### src/rtl/fetch_bus_sequencer.sv
`default_nettype none
// ============================================================================
//  Module   : fetch_bus_sequencer
//  Purpose  : Arbitrates the single 8-bit memory bus between data accesses and
//             instruction prefetch, and maintains the prefetch byte queue.
//  Revision : 1.0  initial release
// ============================================================================
module fetch_bus_sequencer #(
  parameter int                ADDR_W   = 16,
  parameter int                QDEPTH   = 16,
  parameter logic [ADDR_W-1:0] RESET_PC = '0
) (
  input  logic                     clk,
  input  logic                     rst_n,
  input  logic                     redirect_valid,
  input  logic [ADDR_W-1:0]        redirect_pc,
  input  logic                     data_req,
  input  logic                     data_we,
  input  logic [ADDR_W-1:0]        data_addr,
  input  logic [7:0]               data_wdata,
  output logic                     data_ack,
  output logic [7:0]               data_rdata,
  output logic                     mem_req,
  output logic                     mem_we,
  output logic [ADDR_W-1:0]        mem_addr,
  output logic [7:0]               mem_wdata,
  input  logic                     mem_ack,
  input  logic [7:0]               mem_rdata,
  input  logic [1:0]               q_pop_len,
  output logic [$clog2(QDEPTH):0]  q_count,
  output logic [7:0]               q_data0,
  output logic [7:0]               q_data1,
  output logic [7:0]               q_data2,
  output logic [ADDR_W-1:0]        fetch_pc,
  output logic                     q_underflow
);

  localparam int c_ptr_w = $clog2(QDEPTH);
  localparam int c_cnt_w = c_ptr_w + 1;

  localparam logic [1:0] c_st_idle    = 2'd0;
  localparam logic [1:0] c_st_if_busy = 2'd1;
  localparam logic [1:0] c_st_d_busy  = 2'd2;
  localparam logic [1:0] c_st_if_drop = 2'd3;

  logic [1:0]         r_state;
  logic               r_mem_req;
  logic               r_mem_we;
  logic [ADDR_W-1:0]  r_mem_addr;
  logic [7:0]         r_mem_wdata;
  logic [ADDR_W-1:0]  r_fetch_pc;
  logic [c_ptr_w-1:0] r_head;
  logic [c_ptr_w-1:0] r_tail;
  logic [c_cnt_w-1:0] r_count;
  logic               r_underflow;
  logic [7:0]         r_q [QDEPTH];

  logic               w_push;
  logic               w_pop_ok;
  logic [1:0]         w_pop_amt;
  logic               w_underflow;
  logic               w_has_room;
  logic [7:0]         w_head_byte [3];

  // Only a non-redirected instruction return lands in the queue.
  assign w_push      = (r_state == c_st_if_busy) && mem_ack && !redirect_valid;
  assign w_pop_ok    = c_cnt_w'(q_pop_len) <= r_count;
  assign w_pop_amt   = w_pop_ok ? q_pop_len : 2'd0;
  assign w_underflow = !redirect_valid && !w_pop_ok;
  assign w_has_room  = r_count < c_cnt_w'(QDEPTH);

  assign data_ack   = (r_state == c_st_d_busy) && mem_ack;
  assign data_rdata = data_ack ? mem_rdata : 8'h00;

  always_ff @(posedge clk or negedge rst_n) begin
    if (!rst_n) begin
      r_state     <= c_st_idle;
      r_mem_req   <= 1'b0;
      r_mem_we    <= 1'b0;
      r_mem_addr  <= '0;
      r_mem_wdata <= 8'h00;
      r_underflow <= 1'b0;
    end else begin
      r_underflow <= w_underflow;
      case (r_state)
        c_st_idle: begin
          if (data_req) begin
            r_state     <= c_st_d_busy;
            r_mem_req   <= 1'b1;
            r_mem_we    <= data_we;
            r_mem_addr  <= data_addr;
            r_mem_wdata <= data_wdata;
          end else if (!redirect_valid && w_has_room) begin
            // A redirect this cycle would make r_fetch_pc stale; fetch next cycle.
            r_state    <= c_st_if_busy;
            r_mem_req  <= 1'b1;
            r_mem_we   <= 1'b0;
            r_mem_addr <= r_fetch_pc;
          end
        end
        c_st_if_busy: begin
          if (mem_ack) begin
            r_state   <= c_st_idle;
            r_mem_req <= 1'b0;
          end else if (redirect_valid) begin
            r_state <= c_st_if_drop;
          end
        end
        c_st_d_busy, c_st_if_drop: begin
          if (mem_ack) begin
            r_state   <= c_st_idle;
            r_mem_req <= 1'b0;
            r_mem_we  <= 1'b0;
          end
        end
        default: begin
          r_state   <= c_st_idle;
          r_mem_req <= 1'b0;
        end
      endcase
    end
  end

  always_ff @(posedge clk or negedge rst_n) begin
    if (!rst_n) begin
      r_head     <= '0;
      r_tail     <= '0;
      r_count    <= '0;
      r_fetch_pc <= RESET_PC;
    end else if (redirect_valid) begin
      r_head     <= '0;
      r_tail     <= '0;
      r_count    <= '0;
      r_fetch_pc <= redirect_pc;
    end else begin
      r_head  <= r_head + c_ptr_w'(w_pop_amt);
      r_count <= r_count + c_cnt_w'(w_push) - c_cnt_w'(w_pop_amt);
      if (w_push) begin
        r_tail     <= r_tail + c_ptr_w'(1);
        r_fetch_pc <= r_fetch_pc + ADDR_W'(1);
      end
    end
  end

  // Storage needs no reset: bytes beyond q_count are masked on output.
  always_ff @(posedge clk) begin
    if (w_push) begin
      r_q[r_tail] <= mem_rdata;
    end
  end

  for (genvar n = 0; n < 3; n++) begin : g_head_bytes
    logic [c_ptr_w-1:0] w_idx;
    assign w_idx          = r_head + c_ptr_w'(n);
    assign w_head_byte[n] = (c_cnt_w'(n) < r_count) ? r_q[w_idx] : 8'h00;
  end

  assign q_data0     = w_head_byte[0];
  assign q_data1     = w_head_byte[1];
  assign q_data2     = w_head_byte[2];
  assign q_count     = r_count;
  assign fetch_pc    = r_fetch_pc;
  assign q_underflow = r_underflow;
  assign mem_req     = r_mem_req;
  assign mem_we      = r_mem_we;
  assign mem_addr    = r_mem_addr;
  assign mem_wdata   = r_mem_wdata;

endmodule
`default_nettype wire

### config.mk
export PLATFORM = sky130hd
export DESIGN_NAME = fetch_bus_sequencer
export DESIGN_NICKNAME = d
export VERILOG_FILES = /design/src/rtl/fetch_bus_sequencer.sv
export SDC_FILE = /design/constraint.sdc
export NUM_CORES = 1
export LEC_CHECK = 0
export CELL_PAD_IN_SITES_DETAIL_PLACEMENT = 0
export CELL_PAD_IN_SITES_GLOBAL_PLACEMENT = 1
export CORE_MARGIN = 2
export CORE_UTILIZATION = 49
export CTS_CLUSTER_SIZE = 10
export DETAILED_ROUTE_END_ITERATION = 8
export DONT_BUFFER_PORTS = 1
export PLACE_DENSITY = 0.83
export SETUP_SLACK_MARGIN = 0.2
export SLEW_MARGIN = 25
export SYNTH_ARGS = -nofsm -noshare
export SYNTH_HDL_FRONTEND = slang
export SYNTH_SLANG_ARGS = --single-unit
### constraint.sdc
create_clock -name clk -period 3.22 [get_ports clk]
set_clock_uncertainty 0.1 [all_clocks]
set_input_delay 0.966 -clock clk [delete_from_list [all_inputs] [get_ports clk]]
set_output_delay 0.966 -clock clk [all_outputs]
set_load 0.02 [all_outputs]
== Yosys cells after proc, flatten, opt, wreduce, memory -nomap -nowiden ==
Memory sizes are Yosys's and may differ from the RTL's.
Index checks and enable logic that the tools add are counted.
Word-level totals
  memories: 1
  bits in registers: 58
  logic and storage cells: 76
  RAM bits: 128
Memory list
  r_q: depth 16, bits a word 8, rd ports 3, clocked after memory_dff 0, write ports 1, line 56  | logic [7:0] r_q [QDEPTH];
Operators by class
  $add $sub $neg: 7
  magnitude comparators: 5
  multiplexer cells: 28
  reductions and logical operators: 18
  equality and inequality tests: 7
Operators by type and width (number)
  $mux W16: 4
  $mux W8: 4
  $add A16 B1 Y16 const B: 1
  $mux W2: 6
  $mux W4: 3
  $lt A1 B5 Y1 const A: 2
  $add A4 B1 Y4 const B: 2
  $mux W1: 7
  $ne A3 B3 Y1 const B: 2
  $pmux W2 S3: 1
  $reduce_and A2 Y1: 3
  $reduce_and A3 Y1: 2
  $reduce_bool A2 Y1: 3
  $add A5 B1 Y5: 1
  $le A2 B5 Y1: 1
  $logic_and A1 B1 Y1: 5
  $lt A2 B5 Y1 const A: 1
  $lt A5 B5 Y1 const B: 1
  $mux W5: 1
  $sub A5 B2 Y5: 1
  $add A4 B2 Y4: 1
  $add A4 B2 Y4 const B: 1
  $eq A2 B2 Y1 const B: 2
  $pmux W1 S2: 2
  other kinds (7): 8

== Logic depth before layout (Yosys ltp) ==
Gate-level depths: netlist of run 1.
  depth after elaboration: 6
  mapped depth: 15
  depth with buffers taken out: 15

== Least setup slack after synthesis of run 1 ==
OpenSTA, ideal clock, no wires.
  kind: input -> register
  start: input q_pop_len[1]
  end: register r_count[4], in the netlist q_count[4]
  setup slack: -0.168 ns
  required time: 2.984 ns
  arrival: 3.152 ns
  stages: 14
  library setup time: 0.136 ns
  cells stage by stage: ha_1 nor2b_1 o21ai_0 a41o_1 and2_1 ha_1 inv_1 ha_1 inv_1 fa_1 nand2b_1 a21oi_1 or3_1 a21oi_1
On the way
  longest elaborated chain between the ends: 4
Ends and longest elaborated chain
  from (decl): line 29  | input logic [1:0] q_pop_len,
  $le A2 B5 Y1: line 67  | assign w_pop_ok = c_cnt_w'(q_pop_len) <= r_count;
  $mux W2 (*): line 68  | assign w_pop_amt = w_pop_ok ? q_pop_len : 2'd0;
  $sub A5 B2 Y5 (*): line 137  | r_count <= r_count + c_cnt_w'(w_push) - c_cnt_w'(w_pop_amt);
  $mux W5 (*): line 130  | end else if (redirect_valid) begin
  to (signal assigned): line 137
  to (decl): line 54  | logic [c_cnt_w-1:0] r_count;
Every way passes the cells marked *; elsewhere a longest branch is shown, timed or not.
A chain may end at the register's enable or synchronous reset.

== Final worst setup path of run 1 ==
  start: register r_head[1]
  end: output q_data1[6]
On the way
  longest elaborated chain between the ends: 3
Ends and longest elaborated chain
  from (decl): line 52  | logic [c_ptr_w-1:0] r_head;
  from (signal assigned): line 136  | r_head <= r_head + c_ptr_w'(w_pop_amt);
  $add A4 B1 Y4: line 154  | assign w_idx = r_head + c_ptr_w'(n);
  $mem_v2 Z16 W8
  $mux W8: line 155  | assign w_head_byte[n] = (c_cnt_w'(n) < r_count) ? r_q[w_idx] : 8'h00;
  to (decl): line 32  | output logic [7:0] q_data1,
No other way between the ends.

==> results by group, run 1 <==
Outcome
  – Status: finished with violations
  – Failing checks: negative setup slack

Critical path
  – Worst setup slack for register-to-register paths: 280 ps
  – Top fanout value on the critical path: 8
  – Cells on worst reg2reg path: 13
  – CP arrival: 2430 ps
  – FF-to-FF End: q_count[4]
  – Critical Path End Type: output port
  – Worst EP required: 2150 ps
  – Critical path's largest stage delay: 410 ps
  – Cell chain of the critical path: buf_6 -> ha_4 -> buf_12 -> buf_16 -> mux4_2 -> mux2i_1 -> o22ai_2 -> buf_6
  – Crit Path Category: flip-flop to output port
  – CP Launch Type: flip-flop
  – CP most frequent cell: buf_6
  – Slowest CP cell: dfrtp_2
  – RR Startpoint: q_count[2]
  – Critical Path Start: r_head[1]

CTS
  – H-Tree Depth: 4
  – Root Driver: clkbuf_16
  – Max Root-Sink Buffers: 2
  – Clock sink count: 186
  – CTS tree: built
  – CTS buffer count: 17
  – Worst-path clk slew: 70 ps
  – Clock Latency Late Sink: 440 ps

STA
  – Final setup fails: 24
  – Period utilization: 108.7%
  – Slew headroom: 55.60%
  – RSZ-0062 raised after global routing: true
  – Min Tclk post-route: 3500 ps
  – Fin. max-slew vios: 0
  – Setup ws final: -280.0 ps
  – Max Clk Rate: 285.7 MHz
  – Final Hold Fails: 0
  – Worst Max-Slew Pin Slew: 660.0 ps

Yosys
  – Top cells by area, synth: edfxtp_1 38%, mux4_2 14%, dfrtp_1 14%, mux2i_1 9.0%, ha_1 2.5%
  – Mapped Cells: 735
  – Netlist cell types: 54
  – Post-synth EDFFs: 128
  – Avg Inst Size Synth: 13.80 µm²
  – Register bit count reported by yosys: 186
  – Sequential element share of the synthesized area: 52.21%
  – Mapped Area: 10,140 µm²
  – Post-synthesis async set-or-reset flop share: 31.18%
  – Share of the synthesized area in the top cell type: 37.90%
  – Synth warn: 0
  – Area leader, netlist: edfxtp_1
  – Top flip-flop cell by instance count after synthesis: edfxtp_1
  – Synthesized Nets: 813

GRT
  – Initial antenna violation count: 0
  – Global route total overflow: 0
  – First-pass GRT wire length: 45,100 µm
  – Largest net degree at the start of global routing: 59
  – Vias in the first global route: 7,397
  – GRT Total Usage: 28.12%

Route
  – Router iterations before antenna repair: 6
  – Wire per inst: 28.19 µm
  – Vias per cell: 6.652
  – Final wirelength: 31,070 µm
  – Initial DRC Count: 849
  – Via Count: 7,330
  – Post-route DRC violation count: 0
  – Final ANT Viol Nets: 0

Flow run
  – Max_cap viols: 0

Floorplanning
  – # rows: 52
  – Die Width: 147.9 µm
  – Core Region: 20,300 µm²
  – Die area: 21,860 µm²
  – Die extent in y: 147.9 µm
  – Starting Density: 49.96%
  – # IOs: 137

Pwr
  – P_sw: 4.464 mW
  – Sequential Power Share: 28.6%
  – Combinational share of power: 53.5%
  – PwrDens: 910.3 nW/µm²
  – Leakage: 4.499 nW
  – VDD IR max: 0.3977 mV
  – Sw Ratio: 39.12%
  – Clock network power share: 17.9%
  – Internal power: 6.945 mW

Final layout
  – # fillers: 1,456
  – Core Util, Final: 61.74%
  – Non-Filler Instances: 1,102
  – Most common cell after layout, fill and taps aside: edfxtp_1
  – Total Nets Final: 897
  – Diodes inserted: 0
  – Area delta synth->final: 23.59%
  – Layout cell share with drive strength beyond 1: 35.22%
  – Highest-count cells in the layout ignoring fill and taps: 128 x edfxtp_1, 78 x mux2i_1, 71 x buf_4

Placement
  – Hpwl dp: 18,540 µm
  – Placed Cells: 1,032
  – Port-buffer cells: 0
  – Pre-CTS WS: -117.9 ps
  – Routability congestion estimate: 0.8802

Min path
  – Worst Hold Class: input port to asynchronous set/reset pin
## per-layer routing
metal / routed length [µm] / part of all wire (%) / track usage [%]
met1: 11030 / 36 / 34.44
met5: 0 / 0 / 0
met3: 3121 / 10 / 7.438
met2: 15400 / 50 / 46.26
met4: 1516 / 4.9 / 14.38
## worst max-delay path by stage
stage,to,slack (ps),cells past startpoint
finish,q_data1[6],-280,8
global route,q_data2[0],-310,7
CTS,q_data2[7],-230,5
detailed placement,q_count[4],-120,14
global placement,q_count[4],-20,14
floorplan,q_count[4],-4,14
## critical path, delay by kind of cell (launching register included)
family | cells | cell delay, ps
muxes | 2 | 550
DFF | 1 | 410
AOI/OAI and AO/OA | 1 | 140
adders and majority gates | 1 | 310
buffers and inverters | 4 | 580
## power by group through the flow
stage               registers, mW  logic [mW]  clock network, mW
finish                       3.27        6.10               2.04
global route                 3.30        6.35               2.17
CTS                          3.27        5.59               2.05
detailed placement           3.33        4.56                  0
global placement             3.32        4.44                  0
floorplan                    3.26        3.12                  0
## cells by family after synthesis
kind of cell	after synthesis	share of synthesized area, %
xor gates and xnor gates	19	1.715
muxes	166	24.53
DFF	186	52.21
adders and majority gates	22	2.862
AOI/OAI and AO/OA	106	6.909
buffers and inverters	67	3.121
and+or+nand+nor	169	8.649
## flip-flops by register name, indices dropped and copies added (netlist names)
name,count
r_q,128
mem_wdata,8
fetch_pc,16
r_head,4
q_underflow,1
r_state,2
mem_we,1
mem_req,1
q_count,5
r_tail,4
mem_addr,16
## layout make-up
| cell class | count | area (µm²) | area share, % |
|---|---|---|---|
| Inverter | 20 | 75.07 | 0.5990 |
| Clock buffer | 17 | 425.4 | 3.394 |
| Timing Repair Buffer | 112 | 1340 | 10.69 |
| Clock inverter | 15 | 141.4 | 1.128 |
| Sequential cell | 186 | 5301 | 42.30 |
| Multi-Input combinational cell | 482 | 4912 | 39.19 |
| Tap cell | 270 | 337.8 | 2.695 |
## cell usage after synthesis, drive strengths merged (5+ instances only)
cell type	count
mux2	10
a21oi	7
and4	7
buf	26
dfrtp	58
a22o	8
ha	20
o22ai	33
nor2	40
nor3	8
mux2i	91
nand3	6
clkbuf	21
xor2	8
nand4	5
o21ai	30
nor2b	10
a221o	8
nand2	52
and2	13
mux4	65
xnor2	11
a22oi	8
edfxtp	128
inv	20
nand2b	13
## through the flow
| stage | instance area (µm²) | hold slack (ps) | setup TNS, ps | power [mW] |
|---|---|---|---|---|
| after floorplan | 10190 | 442.2 | -3.865 | 6.387 |
| after global placement | 10940 | 470.7 | -20.76 | 7.755 |
| after detailed placement | 10940 | 505.4 | -117.9 | 7.887 |
| after CTS | 12220 | 102.7 | -3504 | 10.91 |
| after global routing | 12530 | 93.76 | -5662 | 11.82 |
| final | 12530 | 118.4 | -4367 | 11.41 |
## timing repair
action,CTS,global route
pin swaps,19,17
gates resized for setup,62,36
setup buffers,18,9
cloned,8,3
endpoints found under the setup margin,25,25
hold buffers,0,0
Power figures use the tool's default switching activity.
==> inputs of run 2 (changes only) <==
--- a/config.mk
+++ b/config.mk
@@ -14,6 +14,7 @@
 export DONT_BUFFER_PORTS = 1
 export PLACE_DENSITY = 0.83
 export SETUP_SLACK_MARGIN = 0.2
+export SKIP_CTS_REPAIR_TIMING = 1
 export SLEW_MARGIN = 25
 export SYNTH_ARGS = -nofsm -noshare
 export SYNTH_HDL_FRONTEND = slang
==> run 2 against run 1 <==
The run still ends with negative setup slack left. Hold slack improved by 5.3 ps. Die area unchanged. Fmax increased by 0.47%. Total power decreased by 8.2%. Sequential share of layout area increased by 2.4 points. Cell area decreased by 5.3%. Combinational power decreased by 15%. Critical path depth decreased by 1. Clock power about the same. Flip-flop and latch count unchanged. Critical endpoint is now q_data1[2]. Largest power group unchanged.
==> results by group, run 2 (synthesis results as in run 1) <==
Placement
  – Placed Cells: 1,032 (unchanged)
  – Port-buffer cells: 0 (unchanged)
  – Hpwl dp: 18,540 µm (unchanged)
  – Routability congestion estimate: 0.8802 (unchanged)

GRT
  – GR Layer Usage met2: 42.51% (was 46.26%)
  – Largest net degree at the start of global routing: 59 (unchanged)
  – Layer with the highest usage: met2 (unchanged)
  – Met1 Usage GRT: 31.74% (was 34.44%)
  – Vias in the first global route: 7,008 (was 7,397)
  – Global route total overflow: 0 (unchanged)
  – GRT Total Usage: 25.48% (was 28.12%)
  – Initial antenna violation count: 0 (unchanged)
  – Met3 GRT Util: 6.698% (was 7.438%)
  – First-pass GRT wire length: 41,280 µm (was 45,100 µm)

CTS
  – CTS buffer count: 17 (unchanged)
  – Clock sink count: 186 (unchanged)
  – Root Driver: clkbuf_16 (unchanged)
  – H-Tree Depth: 4 (unchanged)
  – Clock Latency Late Sink: 440 ps (about the same)
  – CTS tree: built (unchanged)
  – Worst-path clk slew: 70 ps (about the same)
  – Max Root-Sink Buffers: 2 (unchanged)

Outcome
  – Status: finished with violations (unchanged)
  – Failing checks: negative setup slack (unchanged)

Critical path
  – Cell chain of the critical path: buf_12 -> ha_4 -> clkbuf_16 -> mux4_2 -> mux2i_2 -> o22ai_2 -> buf_6 (was buf_6 -> ha_4 -> buf_12 -> buf_16 -> mux4_2 -> mux2i_1 -> o22ai_2 -> buf_6)
  – CP Launch Type: flip-flop (unchanged)
  – CP arrival: 2420 ps (was 2430 ps)
  – Critical path's largest stage delay: 490 ps (was 410 ps)
  – Worst EP required: 2150 ps (about the same)
  – Crit path buffers/inverters: 3 (was 4)
  – Top fanout value on the critical path: 8 (unchanged)
  – Crit Path Category: flip-flop to output port (unchanged)
  – Worst setup slack for register-to-register paths: 300 ps (was 280 ps)
  – Critical Path End Type: output port (unchanged)
  – Delay-heaviest family, CP: buffers and inverters (unchanged)
  – Slowest CP cell: dfrtp_4 (was dfrtp_2)

Floorplanning
  – Core Region: 20,300 µm² (unchanged)
  – Die extent in y: 147.9 µm (unchanged)
  – # IOs: 137 (unchanged)
  – Die area: 21,860 µm² (unchanged)
  – Starting Density: 49.96% (unchanged)
  – Die Width: 147.9 µm (unchanged)
  – # rows: 52 (unchanged)

STA
  – Final setup fails: 23 (was 24)
  – Fin. max-slew vios: 0 (unchanged)
  – Min Tclk post-route: 3484 ps (was 3500 ps)
  – Worst Max-Slew Pin Slew: 664.4 ps (was 660.0 ps)
  – Slew headroom: 55.30% (was 55.60%)
  – Period utilization: 108.2% (was 108.7%)
  – Hold WS: 123.7 ps (was 118.4 ps)
  – Fin Setup TNS: -3827 ps (was -4367 ps)
  – RSZ-0062 raised after global routing: true (unchanged)
  – Max Clk Rate: 287.1 MHz (was 285.7 MHz)
  – Final Hold Fails: 0 (unchanged)
  – Setup ws final: -263.5 ps (was -280.0 ps)

Route
  – Via Count: 7,095 (was 7,330)
  – Wire per inst: 26.99 µm (was 28.19 µm)
  – Initial DRC Count: 863 (was 849)
  – Final wirelength: 28,980 µm (was 31,070 µm)
  – Vias per cell: 6.606 (was 6.652)
  – Final ANT Viol Nets: 0 (unchanged)
  – Post-route DRC violation count: 0 (unchanged)
  – Router iterations before antenna repair: 5 (was 6)

Pwr
  – Leakage: 4.221 nW (was 4.499 nW)
  – Internal power: 6.317 mW (was 6.945 mW)
  – Sequential Power Share: 31.1% (was 28.6%)
  – Combinational share of power: 49.5% (was 53.5%)
  – VDD IR max: 0.3896 mV (was 0.3977 mV)
  – P_sw: 4.154 mW (was 4.464 mW)
  – Total power: 10.47 mW (was 11.41 mW)
  – Sw Ratio: 39.68% (was 39.12%)
  – Clock network power share: 19.4% (was 17.9%)
  – PwrDens: 882.6 nW/µm² (was 910.3 nW/µm²)

Final layout
  – Non-Filler Instances: 1,074 (was 1,102)
  – Layout cell share with drive strength beyond 1: 29.60% (was 35.22%)
  – Most common cell after layout, fill and taps aside: edfxtp_1 (unchanged)
  – Highest-count cells in the layout ignoring fill and taps: 128 x edfxtp_1, 88 x mux2i_1, 65 x mux4_2 (was 128 x edfxtp_1, 78 x mux2i_1, 71 x buf_4)
  – Area delta synth->final: 16.99% (was 23.59%)
  – Max FFs per register: 128 (unchanged)
  – Largest Register: r_q (unchanged)
  – Diodes inserted: 0 (unchanged)
  – Core Util, Final: 58.44% (was 61.74%)
  – Total Nets Final: 869 (was 897)

Flow run
  – Max_cap viols: 0 (unchanged)

Min path
  – Worst Hold Class: input port to asynchronous set/reset pin (unchanged)
-- run 2: changes by cell type in the layout (fill, tap and decap cells not counted), sizes merged --
| cell | delta |
|---|---|
| buf | -29 |
| bufbuf | -1 |
| clkbuf | +2 |
-- run 2: final timing paths --
path | to | depth (start not counted) | from
hold / removal | q_underflow | 0 | rst_n
setup / recovery | q_data1[2] | 7 | r_head[0]
min in group clk | r_tail[0] | 1 | redirect_valid
setup reg to reg | q_count[4] | 15 | q_count[3]
max in group asynchronous | mem_addr[9] | 0 | rst_n
hold reg to reg | r_tail[1] | 2 | r_tail[1]
-- run 2: through the flow --
step | cell area (µm²) | setup slack [ps]
3_3_place_gp | 10940 | -20.76
6_report | 11860 | -263.5
4_1_cts | 11510 | -393.7
5_1_grt | 11860 | -305.9
2_1_floorplan | 10190 | -3.865
3_5_place_dp | 10940 | -117.9
-- run 2: power by group through the flow --
| stage | registers, mW | logic, mW | clock network, mW |
|---|---|---|---|
| after floorplan | 3.26 | 3.12 | 0 |
| after global placement | 3.32 | 4.44 | 0 |
| after detailed placement | 3.33 | 4.56 | 0 |
| after CTS | 3.28 | 4.59 | 2.05 |
| after global routing | 3.30 | 5.43 | 2.16 |
| final | 3.26 | 5.18 | 2.03 |
-- run 2: cell type report --
cell class / instances / area, µm²
Sequential cell: 186 / 5301
Clock inverter: 15 / 141.4
Fill cell: 1549 / 8436
Multi-Input combinational cell: 482 / 4736
Clock buffer: 17 / 425.4
Tap cell: 270 / 337.8
Inverter: 20 / 75.07
Timing Repair Buffer: 84 / 847.1
-- run 2: per-layer routing --
layer | vias to the layer above | part of all wire [%]
met5 | - | 0
met4 | 0 | 3.2
met3 | 80 | 10
met2 | 489 | 50
met1 | 3562 | 36
li1 | 2964 | -
==> inputs of run 3 (changes only) <==
==> constraint.sdc (replaced) <==
create_clock -name clk -period 3.4 [get_ports clk]
set_clock_uncertainty 0.1 [all_clocks]
set_input_delay 1.02 -clock clk [delete_from_list [all_inputs] [get_ports clk]]
set_output_delay 1.02 -clock clk [all_outputs]
set_load 0.02 [all_outputs]
==> run 3 against run 2 <==
The run still ends with negative setup slack left. Largest power group unchanged. Utilization increased by 1.0 points. Critical path type unchanged. Clock power about the same. Largest cell class unchanged. Critical path depth unchanged. Cell area up 1.7%.
==> results by group, run 3 (synthesis results as in run 1) <==
Final layout
  – Total Nets Final: 873 (was 869)
  – Most common cell after layout, fill and taps aside: edfxtp_1 (unchanged)
  – Diodes inserted: 0 (unchanged)
  – Multi-input logic area: 4823 µm² (was 4736 µm²)
  – Max FFs per register: 128 (unchanged)
  – Layout cell share with drive strength beyond 1: 31.56% (was 29.60%)
  – Largest Register: r_q (unchanged)
  – Core Util, Final: 59.46% (was 58.44%)
  – Highest-count cells in the layout ignoring fill and taps: 128 x edfxtp_1, 81 x mux2i_1, 65 x mux4_2 (was 128 x edfxtp_1, 88 x mux2i_1, 65 x mux4_2)
  – Register area: 5303 µm² (was 5301 µm²)
  – # fillers: 1,548 (was 1,549)
  – Area delta synth->final: 19.01% (was 16.99%)
  – Non-Filler Instances: 1,078 (was 1,074)

STA
  – RSZ-0062 raised after global routing: true (unchanged)
  – Final Hold Fails: 0 (unchanged)
  – Min Tclk post-route: 3562 ps
  – Period utilization: 104.8%
  – Slew headroom: 49.62% (was 55.30%)
  – Fin. max-slew vios: 0 (unchanged)
  – Worst Max-Slew Pin Slew: 755.7 ps (was 664.4 ps)
  – Setup ws final: -162.5 ps (was -263.5 ps)
  – Max Clk Rate: 280.7 MHz
  – Final setup fails: 18 (was 23)

Route
  – Final ANT Viol Nets: 0 (unchanged)
  – Final wirelength: 29,890 µm (was 28,980 µm)
  – Initial DRC Count: 788 (was 863)
  – Via Count: 7,086 (was 7,095)
  – Wire per inst: 27.73 µm (was 26.99 µm)
  – Post-route DRC violation count: 0 (unchanged)
  – Router iterations before antenna repair: 6 (was 5)
  – Vias per cell: 6.573 (was 6.606)

Floorplanning
  – # IOs: 137 (unchanged)
  – # rows: 52 (unchanged)
  – Core Region: 20,300 µm² (unchanged)
  – Die extent in y: 147.9 µm (unchanged)
  – Die Width: 147.9 µm (unchanged)
  – Starting Density: 49.96% (unchanged)
  – Die area: 21,860 µm² (unchanged)

Placement
  – Placed Cells: 1,021 (was 1,032)
  – Routability congestion estimate: 0.8682 (was 0.8802)
  – Hpwl dp: 18,490 µm (was 18,540 µm)
  – Port-buffer cells: 0 (unchanged)

CTS
  – H-Tree Depth: 4 (unchanged)
  – Max Root-Sink Buffers: 2 (unchanged)
  – Root Driver: clkbuf_16 (unchanged)
  – Worst-path clk slew: 70 ps (about the same)
  – CTS tree: built (unchanged)
  – Clock Latency Late Sink: 440 ps (about the same)
  – CTS buffer count: 17 (unchanged)
  – Clock sink count: 186 (unchanged)

Critical path
  – Cell chain of the critical path: buf_12 -> ha_4 -> clkbuf_16 -> mux4_2 -> mux2i_1 -> o22ai_2 -> buf_6 (was buf_12 -> ha_4 -> clkbuf_16 -> mux4_2 -> mux2i_2 -> o22ai_2 -> buf_6)
  – Crit path buffers/inverters: 3 (unchanged)
  – Slowest CP cell: dfrtp_2 (was dfrtp_4)
  – Delay-heaviest family, CP: buffers and inverters (unchanged)
  – Critical path's largest stage delay: 460 ps (was 490 ps)
  – Crit Path Category: flip-flop to output port (unchanged)
  – Worst EP required: 2280 ps (was 2150 ps)
  – CP arrival: 2440 ps (was 2420 ps)
  – Top fanout value on the critical path: 9 (was 8)
  – Critical Path End Type: output port (unchanged)
  – CP Launch Type: flip-flop (unchanged)

Min path
  – Worst Hold Class: input port to asynchronous set/reset pin (unchanged)

GRT
  – Largest net degree at the start of global routing: 59 (unchanged)
  – GRT Total Usage: 25.74% (was 25.48%)
  – First-pass GRT wire length: 41,770 µm (was 41,280 µm)
  – Global route total overflow: 0 (unchanged)
  – Vias in the first global route: 7,133 (was 7,008)
  – Initial antenna violation count: 0 (unchanged)

Pwr
  – Leakage: 4.312 nW (was 4.221 nW)
  – VDD IR max: 0.4140 mV (was 0.3896 mV)
  – PwrDens: 848.8 nW/µm² (was 882.6 nW/µm²)

Outcome
  – Failing checks: negative setup slack (unchanged)
  – Status: finished with violations (unchanged)

Flow run
  – Max_cap viols: 0 (unchanged)
-- run 3: cell types whose count changed in the layout (fill, tap and decap cells not counted), sizes merged --
cell / delta
clkinv: +2
clkbuf: +6
clkinvlp: -7
buf: +3
-- run 3: final cells by class --
cell class | instances | area share [%]
multi-input cells | 482 | 39.96
repair buffers | 88 | 7.640
well taps | 270 | 2.799
clock buffers | 22 | 4.199
clock inverters | 10 | 0.8397
inverters | 20 | 0.6220
flip-flops and latches | 186 | 43.94
-- run 3: power by group --
group / switching [mW] / leakage (nW) / internal, mW
Clock: 0.884 / 0.303 / 1.15
Combinational: 2.66 / 2.15 / 2.45
Sequential: 0.450 / 1.86 / 2.65
Total: 3.99 / 4.31 / 6.25
-- run 3: per-stage QoR --
step                      power [mW]  worst slack, ps  TNS (ps)  hold slack [ps]  cell area, µm²
after CTS                      9.384           -317.4     -5200            153.0           11430
after detailed placement       7.349           -13.49    -13.49            490.1           10820
final                          10.24           -162.5     -1606            169.9           12070
after global routing           10.63           -208.9     -2563            153.3           12070
after global placement         7.249            93.87         0            470.7           10820
after floorplan                6.049            122.1         0            442.2           10190
-- run 3: final timing paths --
check / from / end / depth (start not counted) / slack, ps
max: r_head[1] / q_data1[2] / 7 / -160
min reg2reg: r_state[1] / r_state[1] / 2 / 510
min in group clk: r_state[1] / r_state[1] / 2 / 510
max reg2reg: q_count[1] / q_count[4] / 15 / 240
min: rst_n / mem_addr[2] / 0 / 170
max in group asynchronous: rst_n / mem_addr[7] / 0 / 2930
-- run 3: worst register-to-register path, cell delays in order (launching register included) --
cell      delay [ps]
dfrtp_1          580
inv_1            160
ha_4             300
nor2b_1          130
o21ai_1           80
a41o_1           220
and2_4           160
ha_4             260
inv_2             30
ha_4             150
inv_2             50
fa_2             210
nand2b_4         120
a21oi_2           50
or3_1            340
a21oi_1          160
-- run 3: per-layer routing --
metal	GRT usage, %	wire length (µm)
met5	0	0
met4	11.67	1319
met3	5.926	2975
met2	42.40	14730
met1	32.73	10870
